**config.mk**
```make
export PLATFORM = sky130hd
export DESIGN_NAME = throttled_rr_arbiter_flat
export DESIGN_NICKNAME = d
export VERILOG_FILES = /design/src/rtl/throttled_rr_arbiter_if.sv /design/src/rtl/throttled_rr_arbiter.sv /design/src/flat_wrapper.sv
export SDC_FILE = /design/constraint.sdc
export NUM_CORES = 1
export LEC_CHECK = 0
export ABC_CLOCK_PERIOD_IN_PS = 7700
export CAP_MARGIN = 0
export CORE_UTILIZATION = 48
export DETAILED_ROUTE_END_ITERATION = 8
export PLACE_DENSITY = 0.85
export SLEW_MARGIN = 20
export SYNTH_ARGS = -nofsm -noshare
export SYNTH_HDL_FRONTEND = slang
export SYNTH_SLANG_ARGS = --single-unit
```
**constraint.sdc**
```tcl
create_clock -name i_clk -period 7.7 [get_ports i_clk]
set_input_delay 0.77 -clock i_clk [delete_from_list [all_inputs] [get_ports i_clk]]
set_output_delay 0.77 -clock i_clk [all_outputs]
set_load 0.05 [all_outputs]
```
**src/rtl/throttled_rr_arbiter_if.sv**
```systemverilog
`default_nettype none
// ============================================================================
//  Module      : throttled_rr_arbiter_if
//  Description : Bundle of handshake and bus signals between N_REQ requesters,
//                the throttled round-robin arbiter and the downstream stage.
//                The slave modport is the arbiter's view. The master modport
//                is the view of the surrounding producers and consumer.
//  Ports       : i_req_valid / i_req_data / o_req_ready - requester side
//                o_dat_valid / o_dat / o_dat_src / i_dat_ready - output side
//                i_thr / o_thr - throttle in, throttle/busy status out
//                o_stall_cnt - present only when ARB_STALL_CNT_EN is defined
//  Macro       : ARB_STALL_CNT_EN
//  Revision    : 1.0 - initial release
// ============================================================================
interface throttled_rr_arbiter_if #(
    parameter int N_REQ = 4,
    parameter int WIDTH = 8
);
    localparam int c_SRC_W = $clog2(N_REQ);

    logic [N_REQ-1:0]       i_req_valid;
    logic [N_REQ*WIDTH-1:0] i_req_data;
    logic [N_REQ-1:0]       o_req_ready;
    logic                   o_dat_valid;
    logic [WIDTH-1:0]       o_dat;
    logic [c_SRC_W-1:0]     o_dat_src;
    logic                   i_dat_ready;
    logic                   i_thr;
    logic                   o_thr;
`ifdef ARB_STALL_CNT_EN
    logic [15:0]            o_stall_cnt;
`endif

    // Arbiter side
    modport slave (
        input  i_req_valid, i_req_data, i_dat_ready, i_thr,
        output o_req_ready, o_dat_valid, o_dat, o_dat_src, o_thr
`ifdef ARB_STALL_CNT_EN
        , output o_stall_cnt
`endif
    );

    // Producer / consumer side
    modport master (
        output i_req_valid, i_req_data, i_dat_ready, i_thr,
        input  o_req_ready, o_dat_valid, o_dat, o_dat_src, o_thr
`ifdef ARB_STALL_CNT_EN
        , input o_stall_cnt
`endif
    );
endinterface
`default_nettype wire

```
**src/rtl/throttled_rr_arbiter.sv**
```systemverilog
`default_nettype none
// ============================================================================
//  Module      : throttled_rr_arbiter
//  Description : Round-robin arbiter with burst locking that shares one
//                registered output slot among N_REQ valid/ready requesters.
//                A throttle input pauses new grants. A registered status
//                output reports throttle or mid-burst ownership.
//  Ports       : i_clk  - clock
//                i_rst  - synchronous reset, active-high
//                bus    - throttled_rr_arbiter_if.slave, which carries the
//                         request, output, throttle and status signals
//  Macro       : ARB_STALL_CNT_EN - when defined, bus.o_stall_cnt counts the
//                cycles where the output is stalled. The count saturates and
//                is cleared on a rising edge of i_thr.
//  Revision    : 1.0 - initial release
// ============================================================================
module throttled_rr_arbiter #(
    parameter int N_REQ     = 4,
    parameter int WIDTH     = 8,
    parameter int MAX_BURST = 4
) (
    input  logic                 i_clk,
    input  logic                 i_rst,
    throttled_rr_arbiter_if.slave bus
);
    localparam int                  c_PTR_W   = $clog2(N_REQ);
    localparam int                  c_CNT_W   = $clog2(MAX_BURST + 1);
    localparam logic [c_CNT_W-1:0]  c_MAX_CNT = c_CNT_W'(MAX_BURST);
    localparam logic [c_PTR_W-1:0]  c_LAST    = c_PTR_W'(N_REQ - 1);

    typedef enum logic [0:0] {
        ST_IDLE = 1'b0,
        ST_LOCK = 1'b1
    } state_t;

    // ------------------------------------------------------------------
    // State
    // ------------------------------------------------------------------
    state_t               state_q,     state_d;
    logic [c_PTR_W-1:0]   rr_ptr_q,    rr_ptr_d;
    logic [c_PTR_W-1:0]   owner_q,     owner_d;
    logic [c_CNT_W-1:0]   cnt_q,       cnt_d;
    logic                 dat_valid_q, dat_valid_d;
    logic [WIDTH-1:0]     dat_q,       dat_d;
    logic [c_PTR_W-1:0]   dat_src_q,   dat_src_d;
    logic                 thr_q,       thr_d;
`ifdef ARB_STALL_CNT_EN
    logic [15:0]          stall_cnt_q, stall_cnt_d;
    logic                 thr_prev_q;
`endif

    // ------------------------------------------------------------------
    // Combinational helpers
    // ------------------------------------------------------------------
    logic                 w_slot_free;
    logic                 w_grant_en;
    logic                 w_owner_hold;
    logic [c_PTR_W-1:0]   w_search_base;
    logic                 w_found;
    logic [c_PTR_W-1:0]   w_pick;
    logic [WIDTH-1:0]     w_pick_dat;
    logic                 w_xfer;
    logic [c_CNT_W-1:0]   w_new_cnt;
    int                   v_off;
    int                   v_best;

    function automatic logic [c_PTR_W-1:0] f_wrap_inc(input logic [c_PTR_W-1:0] idx);
        return (idx == c_LAST) ? '0 : idx + 1'b1;
    endfunction

    assign w_slot_free  = !dat_valid_q || bus.i_dat_ready;
    assign w_grant_en   = w_slot_free && !bus.i_thr && !i_rst;

    // The owner keeps priority only while it is still valid and has burst
    // budget left. Otherwise the search starts just past the owner. This
    // makes rotation a same-cycle decision with no idle bubble.
    assign w_owner_hold = (state_q == ST_LOCK) && bus.i_req_valid[owner_q]
                          && (cnt_q < c_MAX_CNT);

    always_comb begin : p_base
        w_search_base = rr_ptr_q;
        if (state_q == ST_LOCK) begin
            w_search_base = w_owner_hold ? owner_q : f_wrap_inc(owner_q);
        end
    end

    // Find the first valid requester at or after the search base. The
    // search wraps around. Each candidate is scored by its circular
    // distance from the base, and the smallest distance wins.
    always_comb begin : p_search
        w_found    = 1'b0;
        w_pick     = '0;
        w_pick_dat = '0;
        v_best     = N_REQ;
        v_off      = 0;
        for (int k = 0; k < N_REQ; k++) begin
            v_off = k - int'(w_search_base);
            if (v_off < 0) begin
                v_off = v_off + N_REQ;
            end
            if (bus.i_req_valid[k] && (v_off < v_best)) begin
                v_best     = v_off;
                w_found    = 1'b1;
                w_pick     = c_PTR_W'(k);
                w_pick_dat = bus.i_req_data[k*WIDTH +: WIDTH];
            end
        end
    end

    assign w_xfer    = w_grant_en && w_found;
    assign w_new_cnt = w_owner_hold ? (cnt_q + 1'b1) : c_CNT_W'(1);

    always_comb begin : p_ready
        bus.o_req_ready = '0;
        for (int k = 0; k < N_REQ; k++) begin
            bus.o_req_ready[k] = w_xfer && (w_pick == c_PTR_W'(k));
        end
    end

    // ------------------------------------------------------------------
    // Next-state logic
    // ------------------------------------------------------------------
    always_comb begin : p_next
        state_d     = state_q;
        rr_ptr_d    = rr_ptr_q;
        owner_d     = owner_q;
        cnt_d       = cnt_q;
        dat_valid_d = dat_valid_q;
        dat_d       = dat_q;
        dat_src_d   = dat_src_q;

        if (w_xfer) begin
            // This covers load into a free slot and also the case where a
            // drain and an accept happen in the same cycle.
            dat_valid_d = 1'b1;
            dat_d       = w_pick_dat;
            dat_src_d   = w_pick;
            owner_d     = w_pick;
            if (w_new_cnt == c_MAX_CNT) begin
                // The burst budget is used up. Leave now so that the next
                // cycle already searches from the following requester.
                state_d  = ST_IDLE;
                cnt_d    = '0;
                rr_ptr_d = f_wrap_inc(w_pick);
            end else begin
                state_d  = ST_LOCK;
                cnt_d    = w_new_cnt;
            end
        end else begin
            if (bus.i_dat_ready) begin
                dat_valid_d = 1'b0;
            end
            // The owner dropped valid and nobody else was granted. Release
            // the lock. A throttled owner that is still valid keeps it.
            if ((state_q == ST_LOCK) && !w_owner_hold) begin
                state_d  = ST_IDLE;
                cnt_d    = '0;
                rr_ptr_d = f_wrap_inc(owner_q);
            end
        end

        thr_d = bus.i_thr || (state_d == ST_LOCK);

`ifdef ARB_STALL_CNT_EN
        stall_cnt_d = stall_cnt_q;
        if (bus.i_thr && !thr_prev_q) begin
            stall_cnt_d = '0;
        end else if (dat_valid_q && !bus.i_dat_ready && (stall_cnt_q != 16'hFFFF)) begin
            stall_cnt_d = stall_cnt_q + 16'd1;
        end
`endif
    end

    // ------------------------------------------------------------------
    // Registers
    // ------------------------------------------------------------------
    always_ff @(posedge i_clk) begin
        if (i_rst) begin
            state_q     <= ST_IDLE;
            rr_ptr_q    <= '0;
            owner_q     <= '0;
            cnt_q       <= '0;
            dat_valid_q <= 1'b0;
            dat_q       <= '0;
            dat_src_q   <= '0;
            thr_q       <= 1'b0;
`ifdef ARB_STALL_CNT_EN
            stall_cnt_q <= '0;
            thr_prev_q  <= 1'b0;
`endif
        end else begin
            state_q     <= state_d;
            rr_ptr_q    <= rr_ptr_d;
            owner_q     <= owner_d;
            cnt_q       <= cnt_d;
            dat_valid_q <= dat_valid_d;
            dat_q       <= dat_d;
            dat_src_q   <= dat_src_d;
            thr_q       <= thr_d;
`ifdef ARB_STALL_CNT_EN
            stall_cnt_q <= stall_cnt_d;
            thr_prev_q  <= bus.i_thr;
`endif
        end
    end

    assign bus.o_dat_valid = dat_valid_q;
    assign bus.o_dat       = dat_q;
    assign bus.o_dat_src   = dat_src_q;
    assign bus.o_thr       = thr_q;
`ifdef ARB_STALL_CNT_EN
    assign bus.o_stall_cnt = stall_cnt_q;
`endif

endmodule
`default_nettype wire
```
**src/flat_wrapper.sv**
```systemverilog
// flat-port wrapper written by rule: the top's interface ports become plain ports
module throttled_rr_arbiter_flat 
#(
    parameter int N_REQ     = 4,
    parameter int WIDTH     = 8,
    parameter int MAX_BURST = 4
)
  (i_clk, i_rst, bus_i_req_valid, bus_i_req_data, bus_i_dat_ready, bus_i_thr, bus_o_req_ready, bus_o_dat_valid, bus_o_dat, bus_o_dat_src, bus_o_thr);
  throttled_rr_arbiter_if #(.N_REQ(N_REQ), .WIDTH(WIDTH)) bus_i ();
  input  logic i_clk;
  input  logic i_rst;
  input wire logic [$bits(bus_i.i_req_valid)-1:0] bus_i_req_valid;
  input wire logic [$bits(bus_i.i_req_data)-1:0] bus_i_req_data;
  input wire logic [$bits(bus_i.i_dat_ready)-1:0] bus_i_dat_ready;
  input wire logic [$bits(bus_i.i_thr)-1:0] bus_i_thr;
  output wire logic [$bits(bus_i.o_req_ready)-1:0] bus_o_req_ready;
  output wire logic [$bits(bus_i.o_dat_valid)-1:0] bus_o_dat_valid;
  output wire logic [$bits(bus_i.o_dat)-1:0] bus_o_dat;
  output wire logic [$bits(bus_i.o_dat_src)-1:0] bus_o_dat_src;
  output wire logic [$bits(bus_i.o_thr)-1:0] bus_o_thr;
  assign bus_i.i_req_valid = bus_i_req_valid;
  assign bus_i.i_req_data = bus_i_req_data;
  assign bus_i.i_dat_ready = bus_i_dat_ready;
  assign bus_i.i_thr = bus_i_thr;
  assign bus_o_req_ready = bus_i.o_req_ready;
  assign bus_o_dat_valid = bus_i.o_dat_valid;
  assign bus_o_dat = bus_i.o_dat;
  assign bus_o_dat_src = bus_i.o_dat_src;
  assign bus_o_thr = bus_i.o_thr;
  throttled_rr_arbiter #(.N_REQ(N_REQ), .WIDTH(WIDTH), .MAX_BURST(MAX_BURST)) u_core (.i_clk(i_clk), .i_rst(i_rst), .bus(bus_i));
endmodule
```
==> results.sh, run 1 <==
export IMPL_r2r_start="u_core.owner_q[0]"
export IMPL_status="completed"
export IMPL_fin_cells=263
export IMPL_hold_end="u_core.bus.o_dat[2]"
export IMPL_finalCritPeriodShare_pct=85.26
export IMPL_setup_viol=0
export IMPL_critPathRequiredTime_ps=6930
export IMPL_crit_buf_inv=6
export IMPL_antenna_cells=0
export IMPL_die_h_um=58.97
export IMPL_leakage_nw=0.7693
export IMPL_dr_first_iter_drc_count=98
export IMPL_min_period_ps=6565
export IMPL_cts_sinks=18
export IMPL_synthXorXnorAreaFrac_pct=0.5622
export IMPL_clkPwrFrac_pct=14.3
export IMPL_synth_edf_count=0
export IMPL_initial_core_util_pct=50.61
export IMPL_holdPathStages=2
export IMPL_cp_max_fo=12
export IMPL_grt_overflow_total=0
export IMPL_cp_common_cell="ha_1"
export IMPL_ys_types=53
export IMPL_netlist_instances=171
export IMPL_yosys_area_share_simple_pct=20.40
export IMPL_syn_area_mm2=0.001558
export IMPL_maxCapViolCount=0
export IMPL_ant_nets=0
export IMPL_cts_root_buf="clkbuf_4"
export IMPL_dieArea_mm2=0.003477
export IMPL_criticalPathCategory="in2out"
export IMPL_fin_setup_tns_ps=0
export IMPL_reg2reg_slack_ps=2530
export IMPL_gp_congestion=0.8399
export IMPL_path_clk_slew_ps=110
export IMPL_p_int_mw=0.1967
export IMPL_power_switching_fraction_pct=42.09
export IMPL_ir_drop_mv=0.08381
export IMPL_syn_num_nets=219
export IMPL_vias=1563
export IMPL_wl_per_cell_um=15.68
export IMPL_hpwl_mm=3.154
export IMPL_io_pins=56
export IMPL_synth_top_family_by_area="compound AO/OA/AOI/OAI gates"
export IMPL_drcViolationCount=0
export IMPL_ys_ff_latch=18
export IMPL_fmax_ghz=0.1523
export IMPL_grt_pass1_wl_mm=6.637
export IMPL_hp_class="reg2reg"
export IMPL_cts_inserted_buffers=3
export IMPL_portBuffers=55
export IMPL_vias_per_cell=5.943
export IMPL_num_rows=20
export IMPL_post_cts_setup_buffers=0
export IMPL_worstHoldStart="u_core.bus.o_dat[2]"
export IMPL_grt_pass1_vias=1474
export IMPL_fin_nets=269
export IMPL_max_stage_delay_ps=800
export IMPL_path_cells="clkdlybuf4s50_1 > mux2i_4 > o22ai_1 > a31oi_1 > nand3b_1 > o211a_1 > ha_1 > o22ai_1 > o21ai_0 > inv_1 > o41ai_2 > buf_4 > a21o_1 > ha_1 > o32ai_1 > nand2_1 > o41ai_2 > buf_4 > nor2_2 > inv_1 > ha_1 > and2_1 > clkdlybuf4s50_1"
export IMPL_dominantRegCellSynth="dfxtp_1"
export IMPL_htree_levels=1
export IMPL_num_fill_cells=250
export IMPL_synthArstFlopShare_pct=0
export IMPL_die_w_um=58.97
export IMPL_r2r_end="u_core.rr_ptr_q[0]"
export IMPL_dp_cells=260
export IMPL_clk_latency_ps=300
export IMPL_synth_area_leader_cell="dfxtp_1"
export IMPL_drive_gt1_share_pct=16.44
export IMPL_cp_arrival_ps=5800
export IMPL_synthDominantCellAreaShare_pct=23.13
export IMPL_syn_area_per_cell_um2=9.110
export IMPL_netlist_top_cells_area="dfxtp_1 (23%), a221oi_2 (7.7%), ha_1 (6.4%), o31ai_2 (6.4%), nor2_1 (5.1%)"
export IMPL_synth_compound_area_share_pct=38.55
export IMPL_yosys_warnings=0
export IMPL_worstMarginPinSlew_ps=612.2
export IMPL_relSlewSlack_pct=59.19
export IMPL_synth_area_mux_share_pct=2.811
export IMPL_antenna_found_initial=0
export IMPL_startpoint_type="input port"
export IMPL_cts_hold_buf=0
export IMPL_cts_resized_gates=0
export IMPL_drt_pass1_iterations=4
export IMPL_path_delay_family="buffers and inverters"
export IMPL_synth_fa_ha_area_share_pct=6.426
export IMPL_p_comb_share_pct=52.9
export IMPL_cp_end_kind="output pin"
export IMPL_rsz0062_at_grt="no"
export IMPL_synth_seq_area_share_pct=23.13
export IMPL_core_area_mm2=0.003078
export IMPL_r2r_cells=23
export IMPL_grt_usage_pct=25.14
export IMPL_hold_viol_final=0
export IMPL_drt_wl_total_mm=4.124
export IMPL_seqPwrFrac_pct=32.7
export IMPL_cts_tree="built"
export IMPL_p_per_area_mw_per_mm2=160.5
export IMPL_switching_power_mw=0.1430
export IMPL_cts_path_max_buffers=2
export IMPL_finalMaxSlewViolations=0
export IMPL_fin_skew_ps=12.12
export IMPL_syn2layout_area_growth_pct=35.82
export IMPL_crit_slowest_cell="clkdlybuf4s50_1"
export IMPL_grt_max_degree=21
[power by group through the flow]
stage	logic (mW)	registers [mW]	clock network, mW
3_3_place_gp	0.175	0.113	0
4_1_cts	0.180	0.111	0.0507
5_1_grt	0.193	0.112	0.0536
6_report	0.180	0.111	0.0486
3_5_place_dp	0.179	0.113	0
2_1_floorplan	0.0965	0.141	0
[kinds of logic after synthesis]
family / Yosys count
DFF: 18
and+or+nand+nor: 57
xor gates and xnor gates: 1
muxes: 3
adders and majority gates: 8
buffers and inverters: 22
AOI/OAI and AO/OA: 62
[how the worst max path moves through the flow]
stage,from,to,slack (ps),depth (start not counted)
floorplan,u_core.owner_q[1],bus_o_req_ready[3],2200,19
global placement,bus_i_req_valid[1],bus_o_req_ready[3],1400,22
detailed placement,bus_i_req_valid[2],bus_o_req_ready[3],1170,23
CTS,bus_i_req_valid[2],bus_o_req_ready[3],1140,23
global route,bus_i_req_valid[2],bus_o_req_ready[3],750,24
finish,bus_i_req_valid[2],bus_o_req_ready[3],1130,23
[routing by layer]
layer / global-route usage [%] / vias to the layer above / wire [um]
met3: 1.758 / 4 / 126
met4: 11.22 / 0 / 65
li1: - / 765 / -
met5: 0 / - / 0
met1: 33.20 / 755 / 1833
met2: 41.88 / 39 / 2099
[per-stage QoR]
step	setup slack [ps]	total power [mW]	utilization (%)	area, um2	hold slack [ps]
finish	1135	0.3396	68.74	2116	495.5
global route	750.1	0.3590	68.74	2116	513.3
CTS	1144	0.3417	68.74	2116	497.0
detailed placement	1171	0.2921	68.01	2093	466.6
global placement	1400	0.2883	68.01	2093	459.2
floorplan	2197	0.2371	-	1558	451.6
[layout by cell type (no fill, tap or decap), drive strengths merged, types with 2 or more instances in the layout]
| master | count |
|---|---|
| nor2 | 22 |
| o41ai | 2 |
| a221oi | 8 |
| o21ai | 4 |
| a21o | 5 |
| nor2b | 2 |
| nand2 | 7 |
| a211oi | 2 |
| buf | 3 |
| and2 | 4 |
| nand3 | 3 |
| nor3 | 3 |
| clkbuf | 3 |
| o221ai | 3 |
| a21oi | 8 |
| a31oi | 3 |
| a32oi | 8 |
| clkdlybuf4s50 | 55 |
| nand2b | 4 |
| dfxtp | 18 |
| ha | 8 |
| o32ai | 2 |
| mux2i | 2 |
| or4 | 2 |
| o31ai | 8 |
| o22ai | 4 |
| nand3b | 3 |
| nor4 | 2 |
| inv | 9 |
[synthesized netlist by cell type (all sizes together), types with 5 or more instances]
library cell	number
nor2	22
o31ai	8
a21oi	8
a221oi	8
a32oi	8
ha	8
inv	9
a21o	5
dfxtp	18
buf	9
nand2	7
[worst min-delay path, delay by kind of cell, from the launching register on]
| kind | cells | cell delay [ps] |
|---|---|---|
| AOI/OAI and AO/OA | 2 | 120 |
| DFF | 1 | 350 |
[cell type report]
type	instances	area [um2]	area share [%]
multi-input combinational	131	1071	50.62
timing repair buffer	58	573.1	27.08
sequential	18	360.3	17.03
tap	44	55.05	2.602
inverter	9	33.78	1.597
clock buffer	3	22.52	1.064
[registers in the layout (all words and copies together), names as in the netlist]
register                count
u_core.bus.o_dat_valid      1
u_core.rr_ptr_q             2
u_core.cnt_q                3
u_core.owner_q              2
u_core.bus.o_thr            1
u_core.bus.o_dat            8
u_core.state_q              1
(Power assumes the default switching activity.)
==> run 2, diff against run 1 <==
--- a/config.mk
+++ b/config.mk
@@ -5,7 +5,6 @@
 export SDC_FILE = /design/constraint.sdc
 export NUM_CORES = 1
 export LEC_CHECK = 0
-export ABC_CLOCK_PERIOD_IN_PS = 7700
 export CAP_MARGIN = 0
 export CORE_UTILIZATION = 48
 export DETAILED_ROUTE_END_ITERATION = 8
==> results of run 2 <==
No change in the layout: final DEF, timing and power equal those of run 1.
==> run 3, diff against run 2 <==
--- a/config.mk
+++ b/config.mk
@@ -8,7 +8,9 @@
 export CAP_MARGIN = 0
 export CORE_UTILIZATION = 48
 export DETAILED_ROUTE_END_ITERATION = 8
+export GPL_TIMING_DRIVEN = 0
 export PLACE_DENSITY = 0.85
+export RECOVER_POWER = 50
 export SLEW_MARGIN = 20
 export SYNTH_ARGS = -nofsm -noshare
 export SYNTH_HDL_FRONTEND = slang
==> constraint.sdc (replaced) <==
create_clock -name i_clk -period 8.4 [get_ports i_clk]
set_input_delay 0.84 -clock i_clk [delete_from_list [all_inputs] [get_ports i_clk]]
set_output_delay 0.84 -clock i_clk [all_outputs]
set_load 0.05 [all_outputs]
==> results.sh, run 3 (synthesis results as in run 1) <==
export IMPL_status="completed"
export IMPL_dr_first_iter_drc_count=139
export IMPL_drt_pass1_iterations=4
export IMPL_relSlewSlack_pct=40.02
export IMPL_antenna_found_initial=0
export IMPL_vias_per_cell=6.011
export IMPL_rsz0062_at_grt="no"
export IMPL_wl_per_cell_um=16.51
export IMPL_grt_usage_pct=27.08
export IMPL_hold_viol_final=0
export IMPL_final_cell_mix="clkdlybuf4s50_1 (42), nor2_1 (21), dfxtp_1 (18), dlygate4sd3_1 (13), inv_1 (9)"
export IMPL_initial_core_util_pct=50.61
export IMPL_hp_class="reg2reg"
export IMPL_setup_ws_ps=1295
export IMPL_hpwl_mm=3.536
export IMPL_clk_latency_ps=300
export IMPL_antenna_cells=0
export IMPL_fin_setup_tns_ps=0
export IMPL_startpoint_type="input port"
export IMPL_die_w_um=58.97
export IMPL_drcViolationCount=0
export IMPL_largest_register_ffs=8
export IMPL_critPathRequiredTime_ps=7560
export IMPL_p_int_mw=0.1816
export IMPL_max_stage_delay_ps=800
export IMPL_layout_commonest_cell="clkdlybuf4s50_1"
export IMPL_grt_pass1_wl_mm=7.176
export IMPL_maxCapViolCount=0
export IMPL_grt_pass1_vias=1649
export IMPL_cts_path_max_buffers=2
export IMPL_cts_sinks=18
export IMPL_cts_root_buf="clkbuf_4"
export IMPL_fin_skew_ps=6.680
export IMPL_die_h_um=58.97
export IMPL_p_per_area_mw_per_mm2=144.9
export IMPL_crit_slowest_cell="clkdlybuf4s50_1"
export IMPL_cts_hold_buf=0
export IMPL_path_cells="dlygate4sd3_1 > clkbuf_1 > mux2_2 > nand2_1 > a31oi_1 > nand3b_1 > o211a_1 > ha_1 > o22ai_1 > o41ai_2 > buf_2 > nor2_1 > a21o_1 > ha_1 > o41ai_2 > buf_4 > nor2_2 > inv_1 > ha_1 > and2_1 > clkdlybuf4s50_1"
export IMPL_cp_end_kind="output pin"
export IMPL_ant_nets=0
export IMPL_cp_arrival_ps=6270
export IMPL_use_met1_pct=33.38
export IMPL_power_switching_fraction_pct=42.46
export IMPL_fin_nets=279
export IMPL_ir_drop_mv=0.08929
export IMPL_syn2layout_area_growth_pct=39.76
export IMPL_final_area_mm2=0.002177
export IMPL_cp_max_fo=10
export IMPL_drive_gt1_share_pct=17.47
export IMPL_num_rows=20
export IMPL_use_met3_pct=3.956
export IMPL_seqPwrFrac_pct=31.8
export IMPL_dieArea_mm2=0.003477
export IMPL_worstMarginPinSlew_ps=891.5
export IMPL_post_cts_setup_buffers=0
export IMPL_fmax_ghz=0.1407
export IMPL_crit_buf_inv=6
export IMPL_p_comb_share_pct=54.4
export IMPL_setup_viol=0
export IMPL_grt_busiest_layer="met2"
export IMPL_switching_power_mw=0.1340
export IMPL_finalCritPeriodShare_pct=84.59
export IMPL_grt_max_degree=11
export IMPL_criticalPathCategory="in2out"
export IMPL_finalMaxSlewViolations=0
export IMPL_min_period_ps=7105
export IMPL_dpl_cell_area_mm2=0.002163
export IMPL_leakage_nw=0.8311
export IMPL_grtUsageMet2_pct=47.56
export IMPL_path_delay_family="buffers and inverters"
export IMPL_path_clk_slew_ps=110
export IMPL_drt_wl_total_mm=4.507
export IMPL_core_area_mm2=0.003078
export IMPL_cts_tree="built"
export IMPL_cts_resized_gates=0
export IMPL_htree_levels=1
export IMPL_clkPwrFrac_pct=13.9
export IMPL_place_ws_ps=1536
export IMPL_gp_congestion=0.8499
export IMPL_cts_inserted_buffers=3
export IMPL_vias=1641
export IMPL_io_pins=56
export IMPL_portBuffers=55
export IMPL_grt_overflow_total=0
export IMPL_cp_common_cell="ha_1"
## run 3: changes by cell type in the layout (fill, tap and decap cells not counted), sizes merged
cell and change:
clkdlybuf4s50 -13, dlygate4sd3 +13, buf +4, clkbuf +6
## run 3: worst register-to-register path: stages (launching register included)
cell and delay (ps):
dfxtp_1 480, ha_1 340, or4b_1 510, o221a_2 150, nor3_4 190, nand2_1 90, o211a_1 150, ha_1 290
o22ai_1 110, o41ai_2 450, buf_2 320, nor2_1 80, a21o_1 160, ha_1 270, o32ai_1 70, nand2_1 110
o41ai_2 100, buf_4 190, nor2_2 170, inv_1 90, ha_1 230, or4_1 500, o32ai_1 120
## run 3: final timing paths
kind | from | to | slack (ps) | depth (start not counted)
max reg2reg | u_core.owner_q[1] | u_core.rr_ptr_q[0] | 3160 | 22
min reg2reg | u_core.bus.o_dat[3] | u_core.bus.o_dat[3] | 490 | 2
max | bus_i_req_valid[0] | bus_o_req_ready[3] | 1290 | 21
min | u_core.bus.o_dat[3] | u_core.bus.o_dat[3] | 490 | 2
## run 3: per-layer routing
metal	part of all wire, %	wire length [um]
met5	0	0
met4	1.8	80
met3	4.9	221
met2	53	2386
met1	40	1818
## run 3: power by group through the flow
stage / logic (mW) / registers, mW / clock network, mW
finish: 0.172 / 0.100 / 0.0439
global placement: 0.168 / 0.101 / 0
detailed placement: 0.173 / 0.102 / 0
floorplan: 0.0885 / 0.129 / 0
CTS: 0.174 / 0.100 / 0.0447
global route: 0.182 / 0.101 / 0.0495
## run 3: per-stage QoR
| stage | instances | total power, mW | hold WS (ps) | util [%] |
|---|---|---|---|---|
| final | 273 | 0.3156 | 489.1 | 70.73 |
| after global routing | 273 | 0.3330 | 519.0 | 70.73 |
| after CTS | 273 | 0.3193 | 492.6 | 71.02 |
| after detailed placement | 270 | 0.2748 | 465.7 | 70.28 |
| after global placement | 270 | 0.2694 | 453.9 | 70.28 |
| after floorplan | 171 | 0.2174 | 451.6 | - |
## run 3: layout make-up
type,count,area (um2)
Multi-Input combinational cell,131,1065
Fill cell,261,900.9
Timing Repair Buffer,55,550.5
Sequential cell,18,360.3
Buffer,13,90.09
Tap cell,44,55.05
Inverter,9,33.78
Clock buffer,3,22.52
